<file path="src/rtl/zapper_flash_seq_if.sv">
// Signal bundle between the VGA timing/light-gun front end and the zapper flash sequencer.
// Inputs are qualified per pixel clock by valid (active video); outputs are level/pulse, no ready path.
interface zapper_flash_seq_if;
  logic       trigger;
  logic       light;
  logic       valid;
  logic [9:0] col;
  logic [9:0] row;
  logic [1:0] flash_mode;
  logic       hit;
  logic       miss;
  logic       busy;

  modport master (
    output trigger, light, valid, col, row,
    input  flash_mode, hit, miss, busy
  );

  modport slave (
    input  trigger, light, valid, col, row,
    output flash_mode, hit, miss, busy
  );
endinterface

</file>
<file path="src/rtl/zapper_flash_seq.sv">
// Zapper light-gun shot sequencer: on a trigger pull, flashes one black then one white frame,
// counts photodiode samples in each, and pulses hit or miss.
module zapper_flash_seq #(
  parameter int HIT_THRESH = 16,
  parameter int CNT_W      = 16
) (
  input  logic                  clk,
  input  logic                  reset,
  zapper_flash_seq_if.slave     bus,
  output logic [2:0]            o_dbg_state
);

  typedef enum logic [2:0] {
    S_IDLE   = 3'd0,
    S_ARMED  = 3'd1,
    S_BLACK  = 3'd2,
    S_WHITE  = 3'd3,
    S_RESULT = 3'd4,
    S_HELD   = 3'd5
  } state_t;

  state_t           r_state;
  state_t           w_next;
  logic             r_trig_prev;
  logic             r_armable;
  logic [CNT_W-1:0] r_black_cnt;
  logic [CNT_W-1:0] r_white_cnt;
  logic [1:0]       r_flash;
  logic             r_hit;
  logic             r_miss;

  logic             w_frame_start;
  logic             w_trig_rise;
  logic             w_sample;
  logic             w_is_hit;
  logic [CNT_W-1:0] w_cnt_max;
  logic [CNT_W-1:0] w_thresh;

  assign w_cnt_max     = '1;
  assign w_thresh      = CNT_W'(HIT_THRESH);
  assign w_frame_start = (bus.col == 10'd0) && (bus.row == 10'd0);
  // r_armable blocks a trigger that was already held through reset from firing.
  assign w_trig_rise   = bus.trigger && !r_trig_prev && r_armable;
  assign w_sample      = bus.valid && bus.light;
  assign w_is_hit      = (r_white_cnt >= w_thresh) && (r_black_cnt < w_thresh);

  always_comb begin
    w_next = r_state;
    case (r_state)
      S_IDLE:   if (w_trig_rise)   w_next = S_ARMED;
      S_ARMED:  if (w_frame_start) w_next = S_BLACK;
      S_BLACK:  if (w_frame_start) w_next = S_WHITE;
      S_WHITE:  if (w_frame_start) w_next = S_RESULT;
      S_RESULT:                    w_next = S_HELD;
      S_HELD:   if (!bus.trigger)  w_next = S_IDLE;
      default:                     w_next = S_IDLE;
    endcase
  end

  always_ff @(posedge clk) begin
    if (reset) begin
      r_state     <= S_IDLE;
      r_trig_prev <= 1'b0;
      r_armable   <= 1'b0;
      r_black_cnt <= '0;
      r_white_cnt <= '0;
      r_flash     <= 2'b00;
      r_hit       <= 1'b0;
      r_miss      <= 1'b0;
    end else begin
      r_state     <= w_next;
      r_trig_prev <= bus.trigger;
      if (!bus.trigger) r_armable <= 1'b1;

      case (r_state)
        S_BLACK: r_flash <= 2'b01;
        S_WHITE: r_flash <= 2'b10;
        default: r_flash <= 2'b00;
      endcase

      r_hit  <= (r_state == S_RESULT) && w_is_hit;
      r_miss <= (r_state == S_RESULT) && !w_is_hit;

      // Counters saturate so a bright ambient scene can never wrap into a false hit.
      if (r_state == S_IDLE && w_trig_rise) begin
        r_black_cnt <= '0;
        r_white_cnt <= '0;
      end else begin
        if (r_state == S_BLACK && w_sample && r_black_cnt != w_cnt_max)
          r_black_cnt <= r_black_cnt + 1'b1;
        if (r_state == S_WHITE && w_sample && r_white_cnt != w_cnt_max)
          r_white_cnt <= r_white_cnt + 1'b1;
      end
    end
  end

  assign bus.flash_mode = r_flash;
  assign bus.hit        = r_hit;
  assign bus.miss       = r_miss;
  assign bus.busy       = (r_state != S_IDLE);
  assign o_dbg_state    = r_state;

endmodule

</file>
<file path="src/flat_wrapper.sv">
// flat-port wrapper written by rule: the top's interface ports become plain ports
module zapper_flash_seq_flat 
#(
  parameter int HIT_THRESH = 16,
  parameter int CNT_W      = 16
)
  (clk, reset, o_dbg_state, bus_trigger, bus_light, bus_valid, bus_col, bus_row, bus_flash_mode, bus_hit, bus_miss, bus_busy);
  zapper_flash_seq_if bus_i ();
  input  logic clk;
  input  logic reset;
  output logic [2:0] o_dbg_state;
  input wire logic [$bits(bus_i.trigger)-1:0] bus_trigger;
  input wire logic [$bits(bus_i.light)-1:0] bus_light;
  input wire logic [$bits(bus_i.valid)-1:0] bus_valid;
  input wire logic [$bits(bus_i.col)-1:0] bus_col;
  input wire logic [$bits(bus_i.row)-1:0] bus_row;
  output wire logic [$bits(bus_i.flash_mode)-1:0] bus_flash_mode;
  output wire logic [$bits(bus_i.hit)-1:0] bus_hit;
  output wire logic [$bits(bus_i.miss)-1:0] bus_miss;
  output wire logic [$bits(bus_i.busy)-1:0] bus_busy;
  assign bus_i.trigger = bus_trigger;
  assign bus_i.light = bus_light;
  assign bus_i.valid = bus_valid;
  assign bus_i.col = bus_col;
  assign bus_i.row = bus_row;
  assign bus_flash_mode = bus_i.flash_mode;
  assign bus_hit = bus_i.hit;
  assign bus_miss = bus_i.miss;
  assign bus_busy = bus_i.busy;
  zapper_flash_seq #(.HIT_THRESH(HIT_THRESH), .CNT_W(CNT_W)) u_core (.clk(clk), .reset(reset), .bus(bus_i), .o_dbg_state(o_dbg_state));
endmodule
</file>
<file path="config.mk">
export PLATFORM = sky130hd
export DESIGN_NAME = zapper_flash_seq_flat
export DESIGN_NICKNAME = d
export VERILOG_FILES = /design/src/rtl/zapper_flash_seq_if.sv /design/src/rtl/zapper_flash_seq.sv /design/src/flat_wrapper.sv
export SDC_FILE = /design/constraint.sdc
export NUM_CORES = 1
export LEC_CHECK = 0
export BUFFER_PORTS_ARGS = -buffer_cell sky130_fd_sc_hd__clkbuf_2
export CELL_PAD_IN_SITES_DETAIL_PLACEMENT = 0
export CELL_PAD_IN_SITES_GLOBAL_PLACEMENT = 2
export CORE_MARGIN = 5
export CORE_UTILIZATION = 33
export CTS_CLUSTER_DIAMETER = 200
export DETAILED_ROUTE_END_ITERATION = 7
export GPL_TIMING_DRIVEN = 0
export PLACE_DENSITY = 0.76
export SLEW_MARGIN = 0
export SYNTH_ARGS = -nofsm -noshare
export SYNTH_HDL_FRONTEND = slang
export SYNTH_SLANG_ARGS = --single-unit
export TNS_END_PERCENT = 50
</file>
<file path="constraint.sdc">
create_clock -name clk -period 2.2 [get_ports clk]
set_input_delay 0.11 -clock clk [delete_from_list [all_inputs] [get_ports clk]]
set_output_delay 0.11 -clock clk [all_outputs]
set_load 0.1 [all_outputs]
</file>
==> impl_results.md <==
- Worst-margin pin slew: 0.8238 ns
- Synth cell types: 43
- Total track usage: between 10% and 20%
- Final period util: 94.18%
- CTS Hold Buffers Added: 0
- Synthesized area per cell: 8.367 um2
- Mux contribution to synthesized area: less than 1%
- Clock Tree Buf Depth: 2
- Status: finished, final reports clean
- Syn Nets: between 200 and 300
- VDD IR max: 0.3501 mV
- Top cell type's share of synthesized area: between 30 and 40%
- Combinational family with the most area after synthesis: simple AND/OR/NAND/NOR gates
- Root Buffer: clkbuf_8
- Seq/Total Area, Yosys: a little under two fifths
- Clock skew: between 0.009 and 0.01 ns
- Biggest area consumer among synthesized cells: dfxtp_1
- Share of cells above drive strength 1: between 15 and 20%
- Final slew viol count: 0
- Worst setup EP type: flop
- Comb pwr share: under 10%
- Setup WS post-layout: around 0.13 ns
- Compound-cell area share of the yosys netlist: between 10% and 20%
- Max Cap Viol: 0
- DR pass1 iterations: 4
- YS warnings: 0
- Seq pwr share: slightly above 50%
- CP max FO: 10
- DP Worst Slack: about 0.018 ns
- WL per Instance: 14.96 um
- Synth async-reset ratio: 0%
- GP Congestion: around 0.75
- Starting density of the core: 33.93%
- Power share of the clock group: approximately two fifths
- EDFF count, synth: 0
- Area contributors post-synth: dfxtp_1 (38%), or4_1 (7.6%), a21oi_1 (6.2%)
- Fin cells: between 300 and 400
- Slew headroom: 45.08%
- Final Hold Viols: 0
- Diodes inserted: 0
- Final setup vio count: 0
- Nets@finish: between 300 and 400
- Worst Path Required: around 2.4 ns
- Seq cells post-synth: around 40
- Switching Fraction: 23.23%
- Vias per cell: 5.655
- First-pass GRT wire length: ~9600 um
- H-tree depth: 2
- Largest net degree at the start of global routing: 13
- Post-DP HPWL: about 4200 um
- TritonCTS clock tree: yes
- Placed cell area: 0.002422 mm2
- Hold WC Path Type: in2reg
- Finished Cell Area: ~0.0025 mm2
- Initial antenna violation count: 0
- WL final: between 5000 and 6000 um
- Post-synth top cells: dfxtp_1 (41), a21oi_1 (27), or4_1 (22), nand2_1 (16), o31ai_1 (16)
- Post-Syn Area: around 0.0022 mm2
- Ports: 33
- Clk Latency, worst-skew pair: roughly 0.29 ns
- Post-synthesis xor/xnor area fraction: 0%
- Die area: around 0.0083 mm2
- Max frequency: roughly 480 MHz
- Overflow after GRT: 0
- Post-synthesis simple-gate area fraction: 35.33%
- Sink Count: roughly 40
- Post-CTS Setup Repair Bufs: 0
- Core Region: ~0.0064 mm2
- WS Path Type: reg2reg
- Main flop type after synthesis: dfxtp_1
- Most frequent cell after synthesis: dfxtp_1
- Via count of the first global-routing pass: 1963
- Clock Pin Slew Worst Setup and Hold Paths: 0.08 ns
- Arr. time, crit path: 2.30 ns
- TritonCTS buffer count: 5
- CP startpoint kind: flop
- Inst Count DP: ~370
- Leakage dissipation: between 0.8 and 0.9 nW
- Min Clock Period, post-route: just over 2 ns
- RSZ-0062 raised after global routing: true
- Mapped Cells: roughly 260
- Routed Antenna Nets: 0
- Initial drt markers: 98
- Die height: roughly 90 um
- Internal power: between 0.001 and 0.0015 W
- IO buf count: 31
- Power density over the cells: between 500 and 600 mW/mm2
- Die Wd: 91.04 um
- Resize count post-CTS: 1
- Vias: about 2.1k
- Final core utilization: 39.83%
- Post-synthesis adder-cell area fraction: ~1.7%
- Core Rows: 29
- Area grow syn2layout: 17.38%
- Net Sw Power: between 0.0003 and 0.0004 W
- DR DRC count: 0
==> worst max-delay path: stages, from the launching register on <==
cell     delay, ns
dfxtp_1       0.38
ha_2          0.21
nand3_1       0.13
or4_1         0.48
buf_2         0.19
or4_1         0.48
a21oi_1       0.14
==> worst paths after layout <==
path / from / end / slack [ns] / cells past startpoint
hold / removal: bus_trigger / u_core.r_armable / 0.07 / 2
setup reg to reg: u_core.r_black_cnt[1] / u_core.r_black_cnt[14] / 0.13 / 6
setup / recovery: u_core.r_black_cnt[1] / u_core.r_black_cnt[14] / 0.13 / 6
hold reg to reg: u_core.r_armable / u_core.r_armable / 0.47 / 2
==> cells in the final DEF (no fill, tap or decap), drive strengths merged, types with 2 or more instances in the layout <==
master	count
o21ai	8
nand3	15
a31oi	4
o41ai	2
or4	23
inv	13
nor2b	3
o21a	2
a21oi	27
nand4	12
a21o	2
o31ai	16
nand2b	3
mux2i	2
and2	2
ha	3
nand2	16
and4	5
buf	4
and3	2
nor2	8
clkbuf	41
or3	2
nor4	16
dfxtp	41
nor3	10
o311ai	2
and3b	2
==> stage by stage <==
| step | TNS, ns | hold slack [ns] | total power [W] |
|---|---|---|---|
| 2_1_floorplan | -0.07730 | 0.2059 | 0.0008274 |
| 3_3_place_gp | -0.01233 | 0.3698 | 0.0008673 |
| 3_5_place_dp | 0 | 0.3762 | 0.0008682 |
| 4_1_cts | 0 | 0.05794 | 0.001464 |
| 5_1_grt | -0.1954 | 0.07466 | 0.001508 |
| 6_report | 0 | 0.06597 | 0.001445 |
==> power groups by stage <==
stage / combinational [W] / clock [W] / sequential, W
floorplan: 0.0000505 / 0 / 0.000777
global placement: 0.000102 / 0 / 0.000765
detailed placement: 0.000103 / 0 / 0.000765
CTS: 0.000103 / 0.000613 / 0.000748
global route: 0.000111 / 0.000649 / 0.000748
finish: 0.000102 / 0.000595 / 0.000748
==> routing by layer <==
metal	vias to the layer above	track usage [%]	part of all wire, %
met3	2	2.975	2.0
met1	993	18.01	49
li1	1100	-	-
met4	0	3.178	0.46
met2	20	23.56	49
met5	-	0	0
==> sequential cells by signal, summed over array words and instances, names as in the netlist <==
signal / cells
u_core.r_white_cnt: 16
u_core.bus.flash_mode: 2
u_core.r_armable: 1
u_core.bus.hit: 1
u_core.r_trig_prev: 1
u_core.o_dbg_state: 3
u_core.r_black_cnt: 16
u_core.bus.miss: 1
==> cell type report <==
cell class / count / area [um2]
fill: 676 / 3842
multi-input combinational: 196 / 1266
sequential: 41 / 825.8
timing repair buffer: 31 / 155.1
tap: 77 / 96.34
clock buffer: 5 / 68.82
inverter: 13 / 48.80
buffer: 9 / 47.55
clock inverter: 2 / 35.03
==> logic make-up (layout without fill, tap and decap cells) <==
| kind of cell | count (synthesis) | count (layout) |
|---|---|---|
| DFF | 41 | 41 |
| and+or+nand+nor | 123 | 123 |
| buffers and inverters | 22 | 60 |
| adders and majority gates | 3 | 3 |
| muxes | 2 | 2 |
| AOI/OAI and AO/OA | 68 | 68 |
Note: power is estimated with default switching activity, not from simulation.
